### config.mk
export PLATFORM = sky130hd
export DESIGN_NAME = tmds_decoder_dvi
export DESIGN_NICKNAME = d
export VERILOG_FILES = /design/src/rtl/tmds_decoder_dvi.sv
export SDC_FILE = /design/constraint.sdc
export NUM_CORES = 1
export LEC_CHECK = 0
export BUFFER_PORTS_ARGS = -buffer_cell sky130_fd_sc_hd__buf_2
export CORE_MARGIN = 2
export CORE_UTILIZATION = 55
export CTS_CLUSTER_DIAMETER = 80
export CTS_CLUSTER_SIZE = 20
export DETAILED_ROUTE_END_ITERATION = 8
export PLACE_DENSITY = 0.74
export SYNTH_ARGS = -nofsm -noshare
export SYNTH_HDL_FRONTEND = slang
export SYNTH_SLANG_ARGS = --single-unit
### constraint.sdc
create_clock -name i_clk -period 2.6 [get_ports i_clk]
set_clock_uncertainty 0.1 [all_clocks]
set_input_delay 0.26 -clock i_clk [delete_from_list [all_inputs] [get_ports i_clk]]
set_output_delay 0.26 -clock i_clk [all_outputs]
set_load 0.005 [all_outputs]
### src/rtl/tmds_decoder_dvi.sv
// tmds_decoder_dvi
//   Receive-side TMDS decoder for one DVI colour channel. Raw 10-bit
//   deserializer words arrive with an unknown bit alignment. The block hunts
//   for the symbol boundary by looking for runs of control tokens at each of
//   the ten possible bit offsets. Once locked, it decodes every symbol into
//   8-bit colour data, a 2-bit control value and display enable.
//
// Ports
//   i_clk     symbol clock, one 10-bit word per cycle
//   i_rst_n   asynchronous active-low reset
//   i_tmds    raw deserializer word, bit 0 received first
//   o_data    decoded colour data (0 outside data periods or while unlocked)
//   o_ctrl    last decoded control value, held through data periods
//   o_de      high for a decoded data symbol while locked
//   o_locked  high while symbol alignment is locked
//   o_offset  bit offset currently used to frame symbols (0..9)
module tmds_decoder_dvi #(
  parameter int CTRL_RUN     = 8,
  parameter int SLIP_WAIT    = 1024,
  parameter int LOCK_TIMEOUT = 4096
) (
  input  logic       i_clk,
  input  logic       i_rst_n,
  input  logic [9:0] i_tmds,
  output logic [7:0] o_data,
  output logic [1:0] o_ctrl,
  output logic       o_de,
  output logic       o_locked,
  output logic [3:0] o_offset
);

  localparam int RUN_W  = $clog2(CTRL_RUN + 1);
  localparam int WAIT_W = $clog2(SLIP_WAIT + 1);
  localparam int TO_W   = $clog2(LOCK_TIMEOUT + 1);

  localparam logic [RUN_W-1:0]  RUN_LAST  = RUN_W'(CTRL_RUN - 1);
  localparam logic [WAIT_W-1:0] WAIT_LAST = WAIT_W'(SLIP_WAIT - 1);
  localparam logic [TO_W-1:0]   TO_LAST   = TO_W'(LOCK_TIMEOUT - 1);

  typedef enum logic {
    SEARCH = 1'b0,
    LOCKED = 1'b1
  } state_t;

  // TMDS data decode: undo the optional inversion (bit 9), then undo the
  // XOR/XNOR transition chain selected by bit 8.
  function automatic logic [7:0] tmds_decode(input logic [9:0] s);
    logic [7:0] q;
    logic [7:0] d;
    q    = s[9] ? ~s[7:0] : s[7:0];
    d[0] = q[0];
    for (int i = 1; i < 8; i++) begin
      d[i] = s[8] ? (q[i] ^ q[i-1]) : ~(q[i] ^ q[i-1]);
    end
    return d;
  endfunction

  state_t             state;
  logic [9:0]         r_prev;
  logic [9:0]         r_sym;
  logic [RUN_W-1:0]   run_cnt;
  logic [WAIT_W-1:0]  wait_cnt;
  logic [TO_W-1:0]    to_cnt;
  logic [19:0]        win_p0;
  logic [4:0]         sel_p0;
  logic               is_tok_p1;
  logic [1:0]         tok_ctrl_p1;
  logic [7:0]         dec_p1;

  // ---- stage p0: framing window and symbol register ----
  // The newer word sits above the older one, so offset 0 is the previous
  // word unchanged and larger offsets pull in low bits of the current word.
  assign win_p0 = {i_tmds, r_prev};
  assign sel_p0 = {1'b0, o_offset};

  always_ff @(posedge i_clk or negedge i_rst_n) begin
    if (!i_rst_n) begin
      r_prev <= '0;
      r_sym  <= '0;
    end else begin
      r_prev <= i_tmds;
      r_sym  <= win_p0[sel_p0 +: 10];
    end
  end

  // ---- stage p1: token detection, alignment FSM, output registers ----
  always_comb begin
    is_tok_p1   = 1'b1;
    tok_ctrl_p1 = 2'b00;
    case (r_sym)
      10'b1101010100: tok_ctrl_p1 = 2'b00;
      10'b0010101011: tok_ctrl_p1 = 2'b01;
      10'b0101010100: tok_ctrl_p1 = 2'b10;
      10'b1010101011: tok_ctrl_p1 = 2'b11;
      default:        is_tok_p1   = 1'b0;
    endcase
  end

  assign dec_p1 = tmds_decode(r_sym);

  always_ff @(posedge i_clk or negedge i_rst_n) begin
    if (!i_rst_n) begin
      state    <= SEARCH;
      run_cnt  <= '0;
      wait_cnt <= '0;
      to_cnt   <= '0;
      o_offset <= '0;
      o_locked <= 1'b0;
      o_de     <= 1'b0;
      o_data   <= '0;
      o_ctrl   <= '0;
    end else begin
      case (state)
        SEARCH: begin
          // Outputs stay at their cleared values while hunting.
          if (is_tok_p1) begin
            wait_cnt <= '0;
            run_cnt  <= run_cnt + 1'b1;
            if (run_cnt == RUN_LAST) begin
              state    <= LOCKED;
              o_locked <= 1'b1;
              to_cnt   <= '0;
            end
          end else begin
            run_cnt <= '0;
            if (wait_cnt == WAIT_LAST) begin
              wait_cnt <= '0;
              o_offset <= (o_offset == 4'd9) ? 4'd0 : o_offset + 4'd1;
            end else begin
              wait_cnt <= wait_cnt + 1'b1;
            end
          end
        end
        LOCKED: begin
          if (is_tok_p1) begin
            to_cnt <= '0;
            o_de   <= 1'b0;
            o_data <= '0;
            o_ctrl <= tok_ctrl_p1;
          end else if (to_cnt == TO_LAST) begin
            // Too long without a token: drop lock, keep the offset so the
            // hunt resumes from where alignment was last good.
            state    <= SEARCH;
            o_locked <= 1'b0;
            run_cnt  <= '0;
            wait_cnt <= '0;
            o_de     <= 1'b0;
            o_data   <= '0;
            o_ctrl   <= '0;
          end else begin
            to_cnt <= to_cnt + 1'b1;
            o_de   <= 1'b1;
            o_data <= dec_p1;
          end
        end
        default: state <= SEARCH;
      endcase
    end
  end

endmodule

==> flow_summary.yaml, run 1 <==
status:
  status: "completed"
grt:
  grt_pass1_vias: 2751
  grt_overflow: 0
  track_usage_pct: 22.7
  antenna_found_initial: 0
  grt_pass1_wl_um: 13200
  grt_max_degree: 34
clock_tree:
  cts_buffer_depth: 2
  cts.sinks: 65
  path_clk_slew_ns: 0.06
  htree_levels: 3
  cts_tree: "done"
  clkLatencyLatePin_ns: 0.34
  ctsRootBufferMaster: "clkbuf_8"
  cts_resized: 0
  cts_made_buffers: 9
timing:
  rsz0062_at_grt: "no"
  hold_viol_final: 0
  setup_viol_count_final: 0
  max_slew_margin_pct: 48.4
  slew_viol_final: 0
  fin_crit_sh_pct: 86.5
  fin_crit_ns: 2.25
  fmax_ghz: 0.445
  tightest_slew_ns: 0.774
  fin_setup_tns_ns: 0
power:
  pwr-share-comb_pct: 12.4
  switching_share_pct: 26.1
  switching_power_mw: 0.604
  power.density_mw_per_mm2: 554
  internal_power_mw: 1.71
  pwr-share-seq_pct: 50.3
  ir_drop_uv: 360
  pwr-share-clk_pct: 37.3
  p_leak_nw: 1.87
die:
  start_util_pct: 57.7
  coreArea_mm2: 0.00642
  die_x_um: 86.1
  num_rows: 29
  dieArea_mm2: 0.00741
  die_y_um: 86.1
  num_io_pins: 28
detailed_routing:
  first_pass_iters: 4
  met3WireLength_um: 333
  routed.top_layer: "met4"
  wire_per_inst_um: 16.7
  routed-wl-met2_um: 3520
  drtIter0Drc: 174
  routed_wl_um: 7570
  wl_met1_um: 3540
  antenna_left: 0
  num_vias: 2804
  drc: 0
  via_per_inst: 6.18
logic_synthesis:
  synth_area_leaders: "dfrtp_1, mux4_2, ha_1"
  synth-edff-count: 0
  syn_area_mm2: 0.00371
  synth_seq_area_share_pct: 43.9
  yosys_warnings: 0
  synth_top_area_share_pct: 43.9
  synth_cell_type_count: 50
  synth_top_area_cell: "dfrtp_1"
  synthTopCellsByCount: "dfrtp_1, nand2_1, o21ai_0, nor2_1, mux4_2"
  async_flop_share_pct: 100
  ys.flop_type: "dfrtp_1"
  avgSynthCellArea_um2: 11.0
  syn_nets: 361
  synth-seq-cells: 65
  yosysMostFrequentCell: "dfrtp_1"
  netlist_instances: 338
setup_path:
  worstPathRequired_ns: 2.78
  regToRegStartpoint: "r_sym[3]$_DFF_PN0_"
  reg2regPathDepth: 7
  crit_fanout: 12
  critPathKind: "register to register"
  cp-endpoint: "to_cnt[3]$_DFFE_PN0P_"
  r2r_slack_ns: 0.35
  critPathArrivalTime_ns: 2.43
  crit_start: "r_sym[3]$_DFF_PN0_"
  worstSetupStartpointType: "register"
  end_kind: "register"
  timing.rr.end: "to_cnt[3]$_DFFE_PN0P_"
finish:
  nets: 396
  design_area_mm2: 0.00419
  n_antenna_cell: 0
  drive_gt1_share_pct: 19.4
  utilization_pct: 65.2
  n_fill_cell: 504
  syn2layout_area_growth_pct: 12.9
worst_hold_path:
  min_path_type: "register to register"
placed_design:
  gp_congestion: 0.891
  dp_hpwl_um: 5190
  place_area_mm2: 0.00388
  io_buffers: 27
run:
  cap_violations: 0
## layer usage
metal / GRT usage, % / vias up
met1: 31.6 / 1374
met4: 10.5 / 0
met3: 4.14 / 20
met2: 34.7 / 80
li1: - / 1330
met5: 0 / -
## layout make-up
cell class	count	area (um2)	share of cell area, %
Timing Repair Buffer	45	310	7.41
Inverter	16	60.1	1.43
Clock buffer	12	155	3.71
Multi-Input combinational cell	236	1900	45.3
Tap cell	77	96.3	2.30
Clock inverter	3	40.0	0.957
Sequential cell	65	1630	38.9
## worst min path at each step
stage,start,endpoint,cells after the start,slack (ns)
floorplan,i_rst_n,o_ctrl[0]$_DFFE_PN0P_,0,-0.14
global placement,i_rst_n,to_cnt[10]$_DFFE_PN0P_,1,0.26
detailed placement,i_rst_n,to_cnt[10]$_DFFE_PN0P_,1,0.26
CTS,o_data[3]$_DFFE_PN0P_,o_data[3]$_DFFE_PN0P_,1,0.39
global route,o_data[3]$_DFFE_PN0P_,o_data[3]$_DFFE_PN0P_,1,0.40
finish,o_data[3]$_DFFE_PN0P_,o_data[3]$_DFFE_PN0P_,1,0.38
## state kept, by name, indices dropped and copies added, names as in the netlist
register and cells:
wait_cnt 11, state 1, r_sym 10, o_locked 1
o_ctrl 2, o_de 1, o_offset 4, r_prev 10
o_data 8, to_cnt 13, run_cnt 4
## worst max-delay path, cell delays in order, from the launching register on
cell	delay [ns]
dfrtp_1	0.39
inv_1	0.06
ha_1	0.18
and3_1	0.20
nand3_1	0.27
nand4_1	0.50
nor3b_1	0.37
a21o_1	0.11
## power groups by stage
stage	clock network, mW	registers [mW]	logic (mW)
detailed placement	0	1.18	0.274
global placement	0	1.18	0.264
global route	0.926	1.17	0.325
CTS	0.878	1.16	0.289
floorplan	0	1.16	0.205
finish	0.865	1.17	0.288
## per-stage QoR
| stage | setup slack [ns] | total power, mW | hold slack (ns) | cells |
|---|---|---|---|---|
| 5_1_grt | 0.151 | 2.42 | 0.396 | 454 |
| 3_5_place_dp | 0.379 | 1.45 | 0.263 | 428 |
| 4_1_cts | 0.334 | 2.33 | 0.386 | 454 |
| 3_3_place_gp | 0.415 | 1.44 | 0.263 | 428 |
| 6_report | 0.350 | 2.32 | 0.381 | 454 |
| 2_1_floorplan | 0.641 | 1.36 | -0.136 | 338 |
## cell families after synthesis
logic type / after synthesis / synth area share (%)
adder cells (fa/ha/maj): 11 / 3.71
multiplexers: 29 / 13.6
XOR/XNOR: 20 / 4.73
flip-flops: 65 / 43.9
AO/OA/AOI/OAI: 79 / 14.6
AND/OR/NAND/NOR: 97 / 14.5
buffers and inverters: 37 / 4.93
## cells in the final DEF (no fill, tap or decap), types with 3 or more instances in the layout
master / synthesis / layout
a211oi_1: 6 / 6
a21o_1: 3 / 3
a21oi_1: 14 / 14
a22o_1: 6 / 6
a31oi_1: 4 / 4
and2_1: 4 / 4
and3_1: 6 / 6
and4_1: 3 / 3
buf_2: 8 / 27
buf_4: 3 / 6
clkbuf_8: 0 / 11
dfrtp_1: 65 / 65
dlygate4sd3_1: 0 / 11
ha_1: 11 / 11
inv_1: 16 / 16
mux2i_1: 10 / 10
mux4_2: 17 / 17
nand2_1: 23 / 23
nand2b_1: 3 / 3
nand3_1: 13 / 13
nand4_1: 8 / 8
nor2_1: 18 / 18
nor2b_1: 5 / 5
nor3_1: 5 / 5
nor3b_1: 3 / 3
o21ai_0: 20 / 20
o2bb2ai_1: 9 / 9
xnor2_1: 15 / 15
xor2_1: 5 / 5
## what timing repair did
action	4_1_cts	5_1_grt
hold endpoints to repair	42	0
hold buffers	11	0
buffers inserted	0	0
(Power assumes the default switching activity.)
==> run 2: changes to the inputs <==
Settings changed: ABC_AREA from default to 1.
==> run 2 against run 1 <==
  * Wire length increased by 13%
  * Largest power group unchanged
  * The flow now finishes with violations (negative hold slack)
  * Critical path depth up 1
  * Sequential share of layout area fell by 3.0 points
  * Synthesized area up 7.9%
  * Register-to-register slack gained 0.28 ns
  * Via count grew 23%
  * Critical path type unchanged
  * Die area is 7.5% higher
==> flow_summary.yaml, run 2 <==
power:
  ir_drop_uv: 364
  power.density_mw_per_mm2: 569
  finalPower_mw: 2.58
  p_leak_nw: 2.34
finish:
  regMostFlops: "to_cnt"
  largest_reg_flops: 13
  syn2layout_area_growth_pct: 13.3
  n_antenna_cell: 0
  top_regs: "to_cnt (13), wait_cnt (11)"
  design_area_mm2: 0.00453
  drive_gt1_share_pct: 15.2
  final_cell_mix: "nand2_1, dfrtp_1, nand3_1"
  finalNonFillerCells: 664
  n_fill_cell: 645
  nets: 583
  final_common_cell: "nand2_1"
status:
  violations: "negative hold slack"
  status: "finished, violations left"
detailed_routing:
  num_vias: 3459
  antenna_left: 0
  wire_per_inst_um: 12.9
  first_pass_iters: 4
  drc: 0
  via_per_inst: 5.21
  drtIter0Drc: 199
  routed_wl_um: 8550
timing:
  fin_crit_sh_pct: 75.8
  rsz0062_at_grt: "no"
  max_slew_margin_pct: 45.9
  timing.hold.ws_ns: -0.00986
  hold_viol_final: 3
  slew_viol_final: 0
  fin_setup_tns_ns: 0
  tightest_slew_ns: 0.811
  fmax_ghz: 0.508
  fin_crit_ns: 1.97
  setup_viol_count_final: 0
grt:
  track_usage_pct: 23.6
  antenna_found_initial: 0
  grt_max_degree: 66
  grt_pass1_vias: 3313
  grt_pass1_wl_um: 14700
  grt_overflow: 0
setup_path:
  reg2regPathDepth: 8
  regToRegStartpoint: "o_offset[0]$_DFFE_PN0P_"
  worstPathRequired_ns: 2.71
  worstSetupStartpointType: "register"
  crit_fanout: 23
  r2r_slack_ns: 0.63
  timing.rr.end: "r_sym[9]$_DFF_PN0_"
  critPathKind: "register to register"
  critPathArrivalTime_ns: 2.08
  end_kind: "register"
logic_synthesis:
  yosysMostFrequentCell: "nand2_1"
  async_flop_share_pct: 100
  synth-seq-cells: 65
  synth_area_leaders: "dfrtp_1, nand2_1, nand3_1"
  yosys_warnings: 0
  synth_seq_area_share_pct: 40.7
  syn_area_mm2: 0.00400
  syn_nets: 550
  synth_top_area_share_pct: 40.7
  ys.flop_type: "dfrtp_1"
  avgSynthCellArea_um2: 7.59
  synth_cell_type_count: 40
  synth-edff-count: 0
  netlist_instances: 527
  synth_top_area_cell: "dfrtp_1"
  synthTopCellsByCount: "nand2_1, dfrtp_1, nand3_1, inv_1, o21ai_1"
run:
  cap_violations: 0
clock_tree:
  cts_made_buffers: 9
  cts.sinks: 65
  cts_resized: 0
  cts_tree: "done"
  clkLatencyLatePin_ns: 0.34
  ctsRootBufferMaster: "clkbuf_8"
  cts_buffer_depth: 2
  post_cts_buffers: 0
  holdBufCountCts: 10
  path_clk_slew_ns: 0.07
  htree_levels: 3
die:
  die_x_um: 89.3
  coreArea_mm2: 0.00714
  dieArea_mm2: 0.00797
  num_io_pins: 28
  die_y_um: 89.3
  start_util_pct: 56.0
  num_rows: 31
placed_design:
  gp_congestion: 0.878
  dp_hpwl_um: 5980
  io_buffers: 27
  place_inst: 638
  place_area_mm2: 0.00418
worst_hold_path:
  min_path_type: "input pin to asynchronous set/reset pin"
==> run 2: worst max-delay path by stage <==
stage	startpoint	end	slack, ns	depth (start not counted)
after CTS	o_offset[0]$_DFFE_PN0P_	r_sym[9]$_DFF_PN0_	0.67	8
after global placement	to_cnt[0]$_DFFE_PN0P_	to_cnt[10]$_DFFE_PN0P_	0.77	11
after global routing	o_offset[0]$_DFFE_PN0P_	r_sym[4]$_DFF_PN0_	0.44	7
after detailed placement	o_offset[0]$_DFFE_PN0P_	r_sym[9]$_DFF_PN0_	0.72	8
after floorplan	to_cnt[0]$_DFFE_PN0P_	to_cnt[0]$_DFFE_PN0P_	1.02	10
final	o_offset[0]$_DFFE_PN0P_	r_sym[9]$_DFF_PN0_	0.63	8
==> run 2: power breakdown <==
part	switching (mW)	leakage, nW	internal, mW
Sequential	0.0793	0.846	1.08
Combinational	0.190	1.37	0.148
Clock	0.409	0.123	0.666
==> run 2: kinds of logic (layout without fill, tap and decap cells) <==
family	Yosys count	after routing	share of synthesized area, %
AOI/OAI and AO/OA	58	58	8.29
adders and majority gates	11	11	3.44
buffers and inverters	77	115	8.23
DFF	65	65	40.7
muxes	2	2	0.501
xor gates and xnor gates	21	21	4.60
and+or+nand+nor	293	293	34.3
==> run 2: cell type report <==
class / count / area, um2 / area share (%)
multi-input cells: 385 / 2040 / 45.1
flip-flops and latches: 65 / 1630 / 35.9
repair buffers: 40 / 258 / 5.69
inverters: 59 / 225 / 4.97
clock buffers: 10 / 138 / 3.04
well taps: 99 / 124 / 2.73
clock inverters: 6 / 115 / 2.54
==> run 2: per-stage QoR <==
stage | utilization [%] | worst slack (ns) | hold slack, ns
finish | 63.5 | 0.630 | -0.00986
global route | 63.5 | 0.435 | 0.0614
detailed placement | 58.5 | 0.717 | 0.288
global placement | 58.5 | 0.774 | 0.282
floorplan | - | 1.02 | -0.136
CTS | 63.5 | 0.675 | 0.0123
==> run 2: critical path, stage by stage (launching register included) <==
cell	delay, ns
dfrtp_1	0.74
inv_2	0.31
nand2_1	0.11
and2_1	0.15
nand2_1	0.05
nand2_1	0.10
o21ai_1	0.10
nand2_1	0.08
o21ai_0	0.09
==> run 2: layer usage <==
metal | vias up | routed length, um | track usage (%) | part of all wire (%)
li1 | 1755 | - | - | -
met1 | 1643 | 3990 | 31.5 | 47
met2 | 51 | 4270 | 38.5 | 50
met3 | 10 | 202 | 4.25 | 2.4
met4 | 0 | 87 | 8.41 | 1.0
met5 | - | 0 | 0 | 0
